File: src/rtl/bip_control_unit_pkg.sv
// Shared definitions for the BIP control unit: opcodes, FSM states,
// accumulator-input mux encodings, control word and default widths.
package bip_control_unit_pkg;

    localparam int PC_W_DEF  = 11;
    localparam int OPC_W_DEF = 5;
    localparam int OPR_W_DEF = 11;
    localparam int DB_DEF    = OPC_W_DEF + OPR_W_DEF;

    localparam logic [4:0] OPC_HLT  = 5'b00000;
    localparam logic [4:0] OPC_STO  = 5'b00001;
    localparam logic [4:0] OPC_LD   = 5'b00010;
    localparam logic [4:0] OPC_LDI  = 5'b00011;
    localparam logic [4:0] OPC_ADD  = 5'b00100;
    localparam logic [4:0] OPC_ADDI = 5'b00101;
    localparam logic [4:0] OPC_SUB  = 5'b00110;
    localparam logic [4:0] OPC_SUBI = 5'b00111;

    localparam logic [1:0] SEL_ALU = 2'd0;
    localparam logic [1:0] SEL_IMM = 2'd1;
    localparam logic [1:0] SEL_RAM = 2'd2;

    typedef enum logic [2:0] {
        ST_IDLE   = 3'd0,
        ST_FETCH  = 3'd1,
        ST_DECODE = 3'd2,
        ST_EXEC   = 3'd3,
        ST_HALT   = 3'd4
    } state_e;

    // rd_ram applies in DECODE, the remaining strobes in EXEC.
    typedef struct packed {
        logic [1:0] sel_a;
        logic       sel_b;
        logic       op;
        logic       wr_acc;
        logic       rd_ram;
        logic       wr_ram;
        logic       halt;
    } ctrl_t;

    function automatic logic is_active(state_e s);
        return (s == ST_FETCH) || (s == ST_DECODE) || (s == ST_EXEC);
    endfunction

endpackage

File: src/rtl/bip_decoder.sv
// Combinational opcode -> control word decode for the BIP control unit.
module bip_decoder
    import bip_control_unit_pkg::*;
#(
    parameter int OPC_W = OPC_W_DEF
) (
    input  logic [OPC_W-1:0] opcode_i,
    output ctrl_t            ctrl_o
);

    always_comb begin
        ctrl_o = '0;
        case (opcode_i)
            OPC_W'(OPC_HLT): ctrl_o.halt = 1'b1;
            OPC_W'(OPC_STO): ctrl_o.wr_ram = 1'b1;
            OPC_W'(OPC_LD): begin
                ctrl_o.rd_ram = 1'b1;
                ctrl_o.wr_acc = 1'b1;
                ctrl_o.sel_a  = SEL_RAM;
            end
            OPC_W'(OPC_LDI): begin
                ctrl_o.wr_acc = 1'b1;
                ctrl_o.sel_a  = SEL_IMM;
            end
            OPC_W'(OPC_ADD): begin
                ctrl_o.rd_ram = 1'b1;
                ctrl_o.wr_acc = 1'b1;
                ctrl_o.sel_a  = SEL_ALU;
            end
            OPC_W'(OPC_ADDI): begin
                ctrl_o.wr_acc = 1'b1;
                ctrl_o.sel_a  = SEL_ALU;
                ctrl_o.sel_b  = 1'b1;
            end
            OPC_W'(OPC_SUB): begin
                ctrl_o.rd_ram = 1'b1;
                ctrl_o.wr_acc = 1'b1;
                ctrl_o.sel_a  = SEL_ALU;
                ctrl_o.op     = 1'b1;
            end
            OPC_W'(OPC_SUBI): begin
                ctrl_o.wr_acc = 1'b1;
                ctrl_o.sel_a  = SEL_ALU;
                ctrl_o.sel_b  = 1'b1;
                ctrl_o.op     = 1'b1;
            end
            default: ctrl_o = '0;  // undefined opcodes execute as NOP
        endcase
    end

endmodule

File: src/rtl/bip_control_unit.sv
// Multi-cycle BIP control unit: FSM, PC, IR and datapath control decode.
// Optional cycle counter output Ciclos enabled by defining BIP_CYCLE_COUNT_EN.
module bip_control_unit
    import bip_control_unit_pkg::*;
#(
    parameter int PC_W  = PC_W_DEF,
    parameter int OPC_W = OPC_W_DEF,
    parameter int OPR_W = OPR_W_DEF,
    parameter int DB    = OPC_W + OPR_W
) (
    input  logic              clk,
    input  logic              reset_n,
    input  logic              Start,
    input  logic [DB-1:0]     Instr,
    output logic [PC_W-1:0]   ProgAddr,
    output logic [OPR_W-1:0]  DataAddr,
    output logic [OPR_W-1:0]  Operand,
    output logic [1:0]        SelA,
    output logic              SelB,
    output logic              Op,
    output logic              WrAcc,
    output logic              RdRam,
    output logic              WrRam,
`ifdef BIP_CYCLE_COUNT_EN
    output logic              Halted,
    output logic [31:0]       Ciclos
`else
    output logic              Halted
`endif
);

    state_e            state_q, state_d;
    logic [PC_W-1:0]   pc_q, pc_d;
    logic [DB-1:0]     ir_q, ir_d;
    logic [OPC_W-1:0]  dec_opc;
    ctrl_t             ctrl;

    // In DECODE the fresh memory word is decoded; in EXEC the latched IR is.
    assign dec_opc = (state_q == ST_DECODE) ? Instr[DB-1 -: OPC_W]
                                            : ir_q[DB-1 -: OPC_W];

    bip_decoder #(
        .OPC_W (OPC_W)
    ) u_dec (
        .opcode_i (dec_opc),
        .ctrl_o   (ctrl)
    );

    always_comb begin
        state_d = state_q;
        pc_d    = pc_q;
        ir_d    = ir_q;
        case (state_q)
            ST_IDLE:   if (Start) state_d = ST_FETCH;
            ST_FETCH:  state_d = ST_DECODE;
            ST_DECODE: begin
                ir_d    = Instr;
                state_d = ctrl.halt ? ST_HALT : ST_EXEC;
            end
            ST_EXEC: begin
                pc_d    = pc_q + 1'b1;
                state_d = ST_FETCH;
            end
            ST_HALT:   state_d = ST_HALT;
            default:   state_d = ST_IDLE;
        endcase
    end

    always_ff @(posedge clk or negedge reset_n) begin
        if (!reset_n) begin
            state_q <= ST_IDLE;
            pc_q    <= '0;
            ir_q    <= '0;
        end else begin
            state_q <= state_d;
            pc_q    <= pc_d;
            ir_q    <= ir_d;
        end
    end

    assign ProgAddr = pc_q;

    // Strobes come from the state register, so reset kills them at once.
    always_comb begin
        DataAddr = '0;
        Operand  = '0;
        SelA     = SEL_ALU;
        SelB     = 1'b0;
        Op       = 1'b0;
        WrAcc    = 1'b0;
        RdRam    = 1'b0;
        WrRam    = 1'b0;
        Halted   = 1'b0;
        case (state_q)
            ST_DECODE: begin
                DataAddr = Instr[OPR_W-1:0];
                RdRam    = ctrl.rd_ram;
            end
            ST_EXEC: begin
                DataAddr = ir_q[OPR_W-1:0];
                Operand  = ir_q[OPR_W-1:0];
                SelA     = ctrl.sel_a;
                SelB     = ctrl.sel_b;
                Op       = ctrl.op;
                WrAcc    = ctrl.wr_acc;
                WrRam    = ctrl.wr_ram;
            end
            ST_HALT:   Halted = 1'b1;
            default:   ;
        endcase
    end

`ifdef BIP_CYCLE_COUNT_EN
    logic [31:0] cyc_q, cyc_d;

    assign cyc_d = is_active(state_q) ? cyc_q + 32'd1 : cyc_q;

    always_ff @(posedge clk or negedge reset_n) begin
        if (!reset_n) cyc_q <= '0;
        else          cyc_q <= cyc_d;
    end

    assign Ciclos = cyc_q;
`endif

endmodule
File: config.mk
export PLATFORM = sky130hd
export DESIGN_NAME = bip_control_unit
export DESIGN_NICKNAME = d
export VERILOG_FILES = /design/src/rtl/bip_control_unit_pkg.sv /design/src/rtl/bip_decoder.sv /design/src/rtl/bip_control_unit.sv
export SDC_FILE = /design/constraint.sdc
export NUM_CORES = 1
export LEC_CHECK = 0
export ABC_CLOCK_PERIOD_IN_PS = 2740
export BUFFER_PORTS_ARGS = -buffer_cell sky130_fd_sc_hd__buf_2
export CAP_MARGIN = 10
export CORE_ASPECT_RATIO = 1.1
export CORE_MARGIN = 4
export CORE_UTILIZATION = 45
export CTS_CLUSTER_SIZE = 20
export DETAILED_ROUTE_END_ITERATION = 8
export HOLD_SLACK_MARGIN = 0.15
export PLACE_DENSITY = 0.74
export SYNTH_ARGS = -nofsm -noshare
export SYNTH_HDL_FRONTEND = slang
export SYNTH_SLANG_ARGS = --single-unit
File: constraint.sdc
create_clock -name clk -period 2.74 [get_ports clk]
set_input_delay 0.274 -clock clk [delete_from_list [all_inputs] [get_ports clk]]
set_output_delay 0.274 -clock clk [all_outputs]
set_load 0.005 [all_outputs]
Yosys cells after proc, flatten, opt, wreduce, memory -nomap -nowiden
Cells that the tools add are included.
{"block": "classes", "addsub": 1, "eq_ne": 12, "muxes": 20, "reduce_logical": 6}
{"cell": "11-bit case mux with 2 select lines", "n": 1}
{"cell": "5-bit by 3-bit == test with 1-bit output, second input constant", "n": 4}
{"cell": "3-bit case mux with 5 select lines", "n": 1}
{"cell": "1-bit 2-to-1 mux", "n": 12}
{"cell": "11-bit by 1-bit adder with 11-bit output, second input constant", "n": 1}
{"cell": "11-bit 2-to-1 mux", "n": 1}
{"cell": "5-bit by 2-bit == test with 1-bit output, second input constant", "n": 2}
{"cell": "3-bit by 2-bit == test with 1-bit output, second input constant", "n": 2}
{"cell": "3-bit 2-to-1 mux", "n": 2}
{"cell": "6-bit OR reduction", "n": 1}
{"cell": "5-bit by 1-bit == test with 1-bit output, second input constant", "n": 1}
{"cell": "5-bit logical NOT", "n": 1}
{"cell": "5-bit 2-to-1 mux", "n": 1}
{"cell": "2-bit case mux with 2 select lines", "n": 1}
{"cell": "2-bit OR reduction", "n": 2}
{"cell": "3-bit by 1-bit == test with 1-bit output, second input constant", "n": 1}
{"cell": "3-bit == test, second input constant", "n": 1}
{"cell": "3-bit logical NOT", "n": 1}
{"cell": "3-bit OR reduction", "n": 1}
{"cell": "2-bit 2-to-1 mux", "n": 1}
{"cell": "2-bit != test, second input constant", "n": 1}
{"block": "word_totals", "reg_bits": 30}

Longest topological paths before layout
Gate-level depths: netlist (run 1).
{"block": "logic_depth", "ltp_word": 6, "mapped_depth": 6}

By module
From an unflattened synthesis (run 1), not the netlist that was laid out.
{"block": "hier_totals", "cells_unflattened": 131, "area_unflattened_um2": 1600.3}
{"module": "bip_control_unit", "n_inst": 1, "cells_each": 119, "area_per_inst_um2": 1512.7}
{"module": "bip_decoder", "n_inst": 1, "cells_each": 12, "area_per_inst_um2": 87.6}

Worst setup path before layout (run 1)
OpenSTA, ideal clock, no wires.
{"block": "synth_path", "kind": "register to output", "startpoint": "reg state_q[0]", "endpoint": "out WrRam", "arrival_ns": 1.408, "required_time_ns": 2.466, "setup_slack_ns": 1.058, "path_stages_with_launch": 6, "path_buffers": 2, "path_cell_list": "dfrtp_1 -> buf_6 -> nor3b_2 -> buf_6 -> mux2_2 -> nor4_2"}
{"block": "synth_via", "elab_chain_len": 5, "elab_cells_between_ends": 6, "classes_between": "eq/ne (3); mux (3)"}
{"element": "from (decl)", "line": "bip_control_unit.sv:32", "text": "state_e state_q, state_d;"}
{"element": "from (signal assigned)", "line": "bip_control_unit.sv:75", "text": "state_q <= state_d;"}
{"element": "3-bit by 2-bit == test with 1-bit output", "line": "bip_control_unit.sv:39", "text": "assign dec_opc = (state_q == ST_DECODE) ? Instr[DB-1 -: OPC_W]"}
{"element": "5-bit 2-to-1 mux", "line": "bip_control_unit.sv:39"}
{"element": "5-bit by 1-bit == test with 1-bit output", "line": "bip_decoder.sv:13", "text": "case (opcode_i)"}
{"element": "1-bit 2-to-1 mux", "line": "bip_decoder.sv:13"}
{"element": "1-bit 2-to-1 mux (*)", "line": "bip_control_unit.sv:94", "text": "case (state_q)"}
{"element": "to (decl)", "line": "bip_control_unit.sv:23", "text": "output logic WrRam,"}
Every way passes the cells marked *; elsewhere a longest branch is shown, timed or not.

Worst setup path after layout (run 1)
{"block": "layout_path", "startpoint": "reg state_q[0]", "endpoint": "out SelA[1]"}
{"block": "layout_via", "elab_chain_len": 5, "elab_cells_between_ends": 7, "classes_between": "eq/ne (4); mux (3)"}
{"element": "3-bit by 2-bit == test with 1-bit output", "line": "bip_control_unit.sv:39"}
{"element": "5-bit 2-to-1 mux", "line": "bip_control_unit.sv:39"}
{"element": "5-bit by 2-bit == test with 1-bit output", "line": "bip_decoder.sv:13"}
{"element": "2-bit case mux with 2 select lines", "line": "bip_decoder.sv:13"}
{"element": "2-bit 2-to-1 mux (*)", "line": "bip_control_unit.sv:94"}
{"element": "to (decl)", "line": "bip_control_unit.sv:18", "text": "output logic [1:0] SelA,"}
Marks and branches as above.

==> results of run 1 <==
## power by group through the flow
stage                     Sequential (W)  Clock [W]  Combinational [W]
after CTS                       0.000797   0.000286            0.00102
after global routing            0.000832   0.000308            0.00112
after detailed placement        0.000806          0            0.00101
after floorplan                 0.000756          0           0.000715
final                           0.000796   0.000274            0.00100
after global placement          0.000796          0           0.000994
## layout make-up
type / count / area share [%]
timing repair buffer: 63 / 16.3
tap: 48 / 2.99
clock inverter: 1 / 0.249
multi-input combinational: 106 / 39.5
sequential: 30 / 37.3
clock buffer: 7 / 2.74
inverter: 5 / 0.933
## cell usage after synthesis, types with 3 or more instances
cell type,number
dfrtp_1,30
nor2_1,18
mux2_2,15
and2_1,13
mux2i_1,11
nand2_1,8
inv_1,5
nand3_1,5
xnor2_1,5
xor2_1,5
nor3_1,3
## worst reg2reg max path, stage by stage, from the launching register on
cell,delay [ns]
dfrtp_1,0.49
nor3b_2,0.36
buf_4,0.31
mux2_2,0.37
## metrics by stage
| stage | instance area (um2) | cells | total power (W) | util [%] |
|---|---|---|---|---|
| global route | 2010 | 260 | 0.00225 | 59.4 |
| CTS | 2010 | 260 | 0.00211 | 59.4 |
| global placement | 1940 | 251 | 0.00179 | 57.4 |
| floorplan | 1610 | 148 | 0.00147 | - |
| detailed placement | 1940 | 251 | 0.00182 | 57.4 |
| finish | 2010 | 260 | 0.00207 | 59.4 |
## state kept, by name, summed over array words and instances, names as in the netlist
name / flops
ir_q: 16
ProgAddr: 11
state_q: 3
## layer usage
layer	vias to the layer above	part of all wire, %	track usage (%)
li1	638	-	-
met1	632	43	20.0
met2	39	49	29.2
met3	6	6.8	6.03
met4	0	1.2	4.84
met5	-	0	0
## placed cells by master (no fill, tap or decap), types with 2 or more instances in the layout
cell type  synthesis  routed
and2_1            13      13
nor2_1            18      18
nand3_1            5       5
xnor2_1            5       5
nor3_1             3       3
mux2_2            15      15
nand2_1            8       8
inv_1              5       5
nor4_2             2       2
buf_4              1       3
buf_2              2      59
clkbuf_4           0       5
mux2i_1           11      11
a21oi_1            2       2
xor2_1             5       5
dfrtp_1           30      30
nand4_1            2       2
## kinds of logic after synthesis
logic type / share of synthesized area [%]
multiplexers: 18.2
XOR/XNOR: 5.43
buffers and inverters: 4.12
adder cells (fa/ha/maj): 0.776
AO/OA/AOI/OAI: 2.95
flip-flops: 46.6
AND/OR/NAND/NOR: 22.0
## worst paths after layout
check                           cells after the start            to  slack, ns
worst min register to register                      1  ProgAddr[10]       0.47
max in group asynchronous                           2       ir_q[6]       1.79
worst max register to register                      3       ir_q[5]       1.11
worst min-delay path                                2      ir_q[10]       0.19
min in group asynchronous                           2   ProgAddr[2]       0.51
worst max-delay path                                4       SelA[1]       0.49
==> metrics.txt, run 1 <==
Synth area leader=dfrtp_1; skew final=between 0.01 and 0.015 ns; P_sw=0.000801 W; Pwr per Cell Area=1030 nW/um2; Buffers on Ports=about 60; distinct cell type count after synthesis=35; share of cells above drive strength 1=42.5%; RSZ-0062 raised after global routing=false; reg-to-reg startpoint=state_q[0]; CTS sink cnt=30; number of synthesis warnings=0; vias=roughly 1300; Syn-to-layout area delta=24.8%; fmax=444 MHz; top_reg_cell synth=dfrtp_1; 1st-iter DRT viols=58; dpl ws=0.846 ns; Starting Density=between 40% and 50%; DRC violations left=0; Synth area leaders=dfrtp_1 47%, mux2_2 10%, mux2i_1 6.8%; die area=4600 um2; syn_nets=168; CTS tree=built; pin count of the biggest net entering global routing=31; number of CTS-inserted buffers=5; Max H-tree Level=2; peak supply drop=0.476 mV; Setup crit start=state_q[0]; top-area cell type share of the netlist area=a little under half; WP buf/inv=1; share of synthesized registers carrying an async set or reset=100%; max-cap violations=0; Hold Violations, Final=0; Reg power frac=between 30% and 40%; Crit Path Category=reg -> out; GRT Total Usage=17.0%; Via density=5.06; beginning of the worst hold path=Instr[10]; Max-slew headroom=55.9%; width of the chip=approximately 65 um; Final min period=roughly 2.3 ns; Worst Hold Class=in -> reg; Core ar.=3390 um2; Critical Path, Cell by Cell=nor3b_2 > mux2i_2 > nor4b_2 > buf_2; grt total ovfl=0; Syn Area/Cell=approximately 11 um2; Req. time, crit path=2.47 ns; antenna cells=0; Routed Wire Length=3540 um; NumNets Final=231; P_int=0.00127 W; Synth Instances=148; Filler cells=about 330; Post-synth EDFFs=0; Min Hold Slack=0.190 ns; Crit-path slowest cell=dfrtp_1; die height=70.8 um; # setup viols final=0; 1st-pass router iterations=4; FF/Latch Area=751 um2; Final Max Slew Viols=0; worst-path fanout max=9; cts repair resizes=0; Worst Path Arrival=1.98 ns; final worst slack=roughly 0.49 ns; placer congestion estimate=0.792; post-DR wirelength/cell=13.6 um; DRT antenna net count=0; Switching Fraction=38.7%; CTS root buf=clkbuf_4; Tcrit/Tclk final=82.2%; worst slew pin tran=0.662 ns; Leak=1.08 nW; number of global-route vias before repair=1342; clock latency on the worst-skew pair=0.33 ns; Post-Route Setup TNS=0 ns; startpoint types=flop; Seq/Total Area, Yosys=46.6%; CP endpoint kind=output port; flops & latches, synth=30; Cell Rows=22; Hold-fix buffers, CTS=1; CTS Buffer Depth=2; Post-DP HPWL=2640 um; clock-pin slew on the worst setup and hold paths=about 0.09 ns; first-pass GRT wire length=slightly above 6000 um; status=finished, final reports clean; Clock power frac=13.2%; buffers inserted by post-CTS timing repair=0; Multi-input gate area=795 um2; Comb pwr share=48.3%; initial antenna violation count=0; # IOs=60; CP top delay family=simple AND/OR/NAND/NOR gates; slowest stage delay, CP=0.49 ns; synthesized area=1610 um2
Power figures use the tool's default switching activity.
==> run 2: changes to the inputs <==
--- a/config.mk
+++ b/config.mk
@@ -5,7 +5,7 @@
 export SDC_FILE = /design/constraint.sdc
 export NUM_CORES = 1
 export LEC_CHECK = 0
-export ABC_CLOCK_PERIOD_IN_PS = 2740
+export ABC_CLOCK_PERIOD_IN_PS = 2200
 export BUFFER_PORTS_ARGS = -buffer_cell sky130_fd_sc_hd__buf_2
 export CAP_MARGIN = 10
 export CORE_ASPECT_RATIO = 1.1
==> constraint.sdc (replaced) <==
create_clock -name clk -period 2.2 [get_ports clk]
set_input_delay 0.22 -clock clk [delete_from_list [all_inputs] [get_ports clk]]
set_output_delay 0.22 -clock clk [all_outputs]
set_load 0.005 [all_outputs]
==> run 2 against run 1 <==
  * Cell count up 5.8%
  * First-iteration DRC count up 19%
  * Sequential power up 26%
  * Combinational power up 30%
  * Worst hold slack worse by 0.011 ns
  * Clock skew up 0.0011 ns
  * Critical path type unchanged
  * Total power up 28%
  * Sequential share of layout area down 2.5 points
  * Largest cell class unchanged
==> metrics.txt, run 2 (synthesis results as in run 1) <==
number of flip-flops in the largest register=16; Final Max Slew Viols=0; commonest non-fill, non-tap cell in the layout=buf_2; Tcrit/Tclk final=93.3%; Pwr Total=0.00265 W; fmax=487 MHz; Worst Hold Class=in -> reg; CTS Buffer Depth=2; Post-Layout Cell Count=275; number of global-route vias before repair=1424; Hold Violations, Final=0; Final min period=2.05 ns; max-cap violations=0; vias=1353; RSZ-0062 raised after global routing=false; Setup crit start=state_q[0]; grt total ovfl=0; Syn-to-layout area delta=34.5%; Design Area, Final=roughly 2200 um2; number of CTS-inserted buffers=5; Starting Density=47.6%; wire length on met1=1610 um; Max-slew headroom=55.0%; CP endpoint kind=output port; initial antenna violation count=0; # setup viols final=0; Core ar.=3390 um2; NumNets Final=246; placer congestion estimate=around 0.78; number of cells on the worst hold path=2; post-DR wirelength/cell=around 14 um; reg-to-reg startpoint=state_q[0]; most frequent CP cell=buf_4; first-pass GRT wire length=around 6700 um; share of cells above drive strength 1=a little over two fifths; Filler cells=about 290; worst-path fanout max=9; Inst Count DP=251; Max H-tree Level=2; Cell Rows=22; CTS sink cnt=30; Routed Wire Length=around 3700 um; Crit-path slowest cell=dfrtp_2; skew final=0.0117 ns; CTS root buf=clkbuf_4; slowest stage delay, CP=0.49 ns; Post-DP HPWL=roughly 2600 um; CTS tree=built; met2 routed wirelength=between 1500 and 2000 um; Critical Path, Cell by Cell=nor3b_4 > buf_4 > mux2i_2 > buf_4 > nor4_2 > buf_2; final worst slack=0.148 ns; # IOs=60; DR WL met3=236 um; GRT Total Usage=18.5%; largest register by flop count=ir_q; Area after DPL=1940 um2; Worst Path Arrival=1.83 ns; DRC violations left=0; r2r setup slk=0.70 ns; beginning of the worst hold path=Instr[13]; DRT antenna net count=0; clock-pin slew on the worst setup and hold paths=roughly 0.1 ns; dpl ws=around 0.35 ns; worst slew pin tran=0.675 ns; DR top layer=met4; Pwr per Cell Area=1220 nW/um2; Leak=1.14 nW; status=finished, final reports clean; peak supply drop=approximately 0.73 mV; CP top delay family=flip-flops; die height=70.8 um; Crit Path Category=reg -> out; clock latency on the worst-skew pair=0.33 ns; startpoint types=flop; width of the chip=65.1 um; 1st-pass router iterations=4; r2r worst-path depth=3; 1st-iter DRT viols=69; Via density=4.92; reg2reg end=ir_q[2]; stages on the worst setup path=6; Post-Route Setup TNS=0 ns; Req. time, crit path=1.98 ns; antenna cells=0; pin count of the biggest net entering global routing=31; die area=~4600 um2; leading cell types in the layout, fill and taps excluded=59 x buf_2, 27 x dfrtp_1, 18 x nor2_1; WP buf/inv=3; Buffers on Ports=59; hold path endpoint=ir_q[13]
run 2: cell count changes in the layout (fill, tap and decap cells not counted), sizes merged:
cell	previous run	this run
buf	62	64
dlygate4sd3	1	14
run 2: cell type report:
type,count,area (um2),share of cell area [%]
multi-input combinational,106,801,37.0
sequential,30,754,34.8
timing repair buffer,78,473,21.8
tap,48,60.1,2.77
clock buffer,7,55.1,2.54
inverter,5,18.8,0.866
clock inverter,1,5.00,0.231
run 2: per-stage QoR:
| step | util (%) | hold WS, ns |
|---|---|---|
| floorplan | - | -0.0756 |
| global placement | 57.4 | 0.292 |
| detailed placement | 57.4 | 0.303 |
| CTS | 63.7 | 0.157 |
| global route | 64.0 | 0.156 |
| finish | 64.0 | 0.179 |
run 2: worst register-to-register path: cells and delay by family, from the launching register on:
kind / cells / cell delay, ns
buffers and inverters: 1 / 0.28
DFF: 1 / 0.49
muxes: 1 / 0.37
and+or+nand+nor: 1 / 0.25
run 2: repair_timing:
item                                    in CTS  in global routing
endpoints found under the setup margin       2                  1
hold buffers                                14                  0
endpoints found under the hold margin       43                  0
setup buffers                                1                  1
resized for setup                            1                  3
pin swaps                                    0                  1
run 2: power breakdown:
| part | internal [W] | total (W) | switching, W |
|---|---|---|---|
| logic | 0.000695 | 0.00130 | 0.000603 |
| registers | 0.000780 | 0.00100 | 0.000224 |
| clock network | 0.000155 | 0.000345 | 0.000190 |
run 2: worst max-delay path by stage:
stage,to
after floorplan,WrRam
after global placement,SelA[1]
after detailed placement,SelA[1]
after CTS,WrRam
after global routing,WrRam
final,WrRam
run 2: per-layer routing:
metal / track usage (%) / vias to the layer above
li1: - / 662
met1: 22.5 / 650
met2: 31.5 / 36
met3: 6.19 / 5
met4: 4.84 / 0
met5: 0 / -
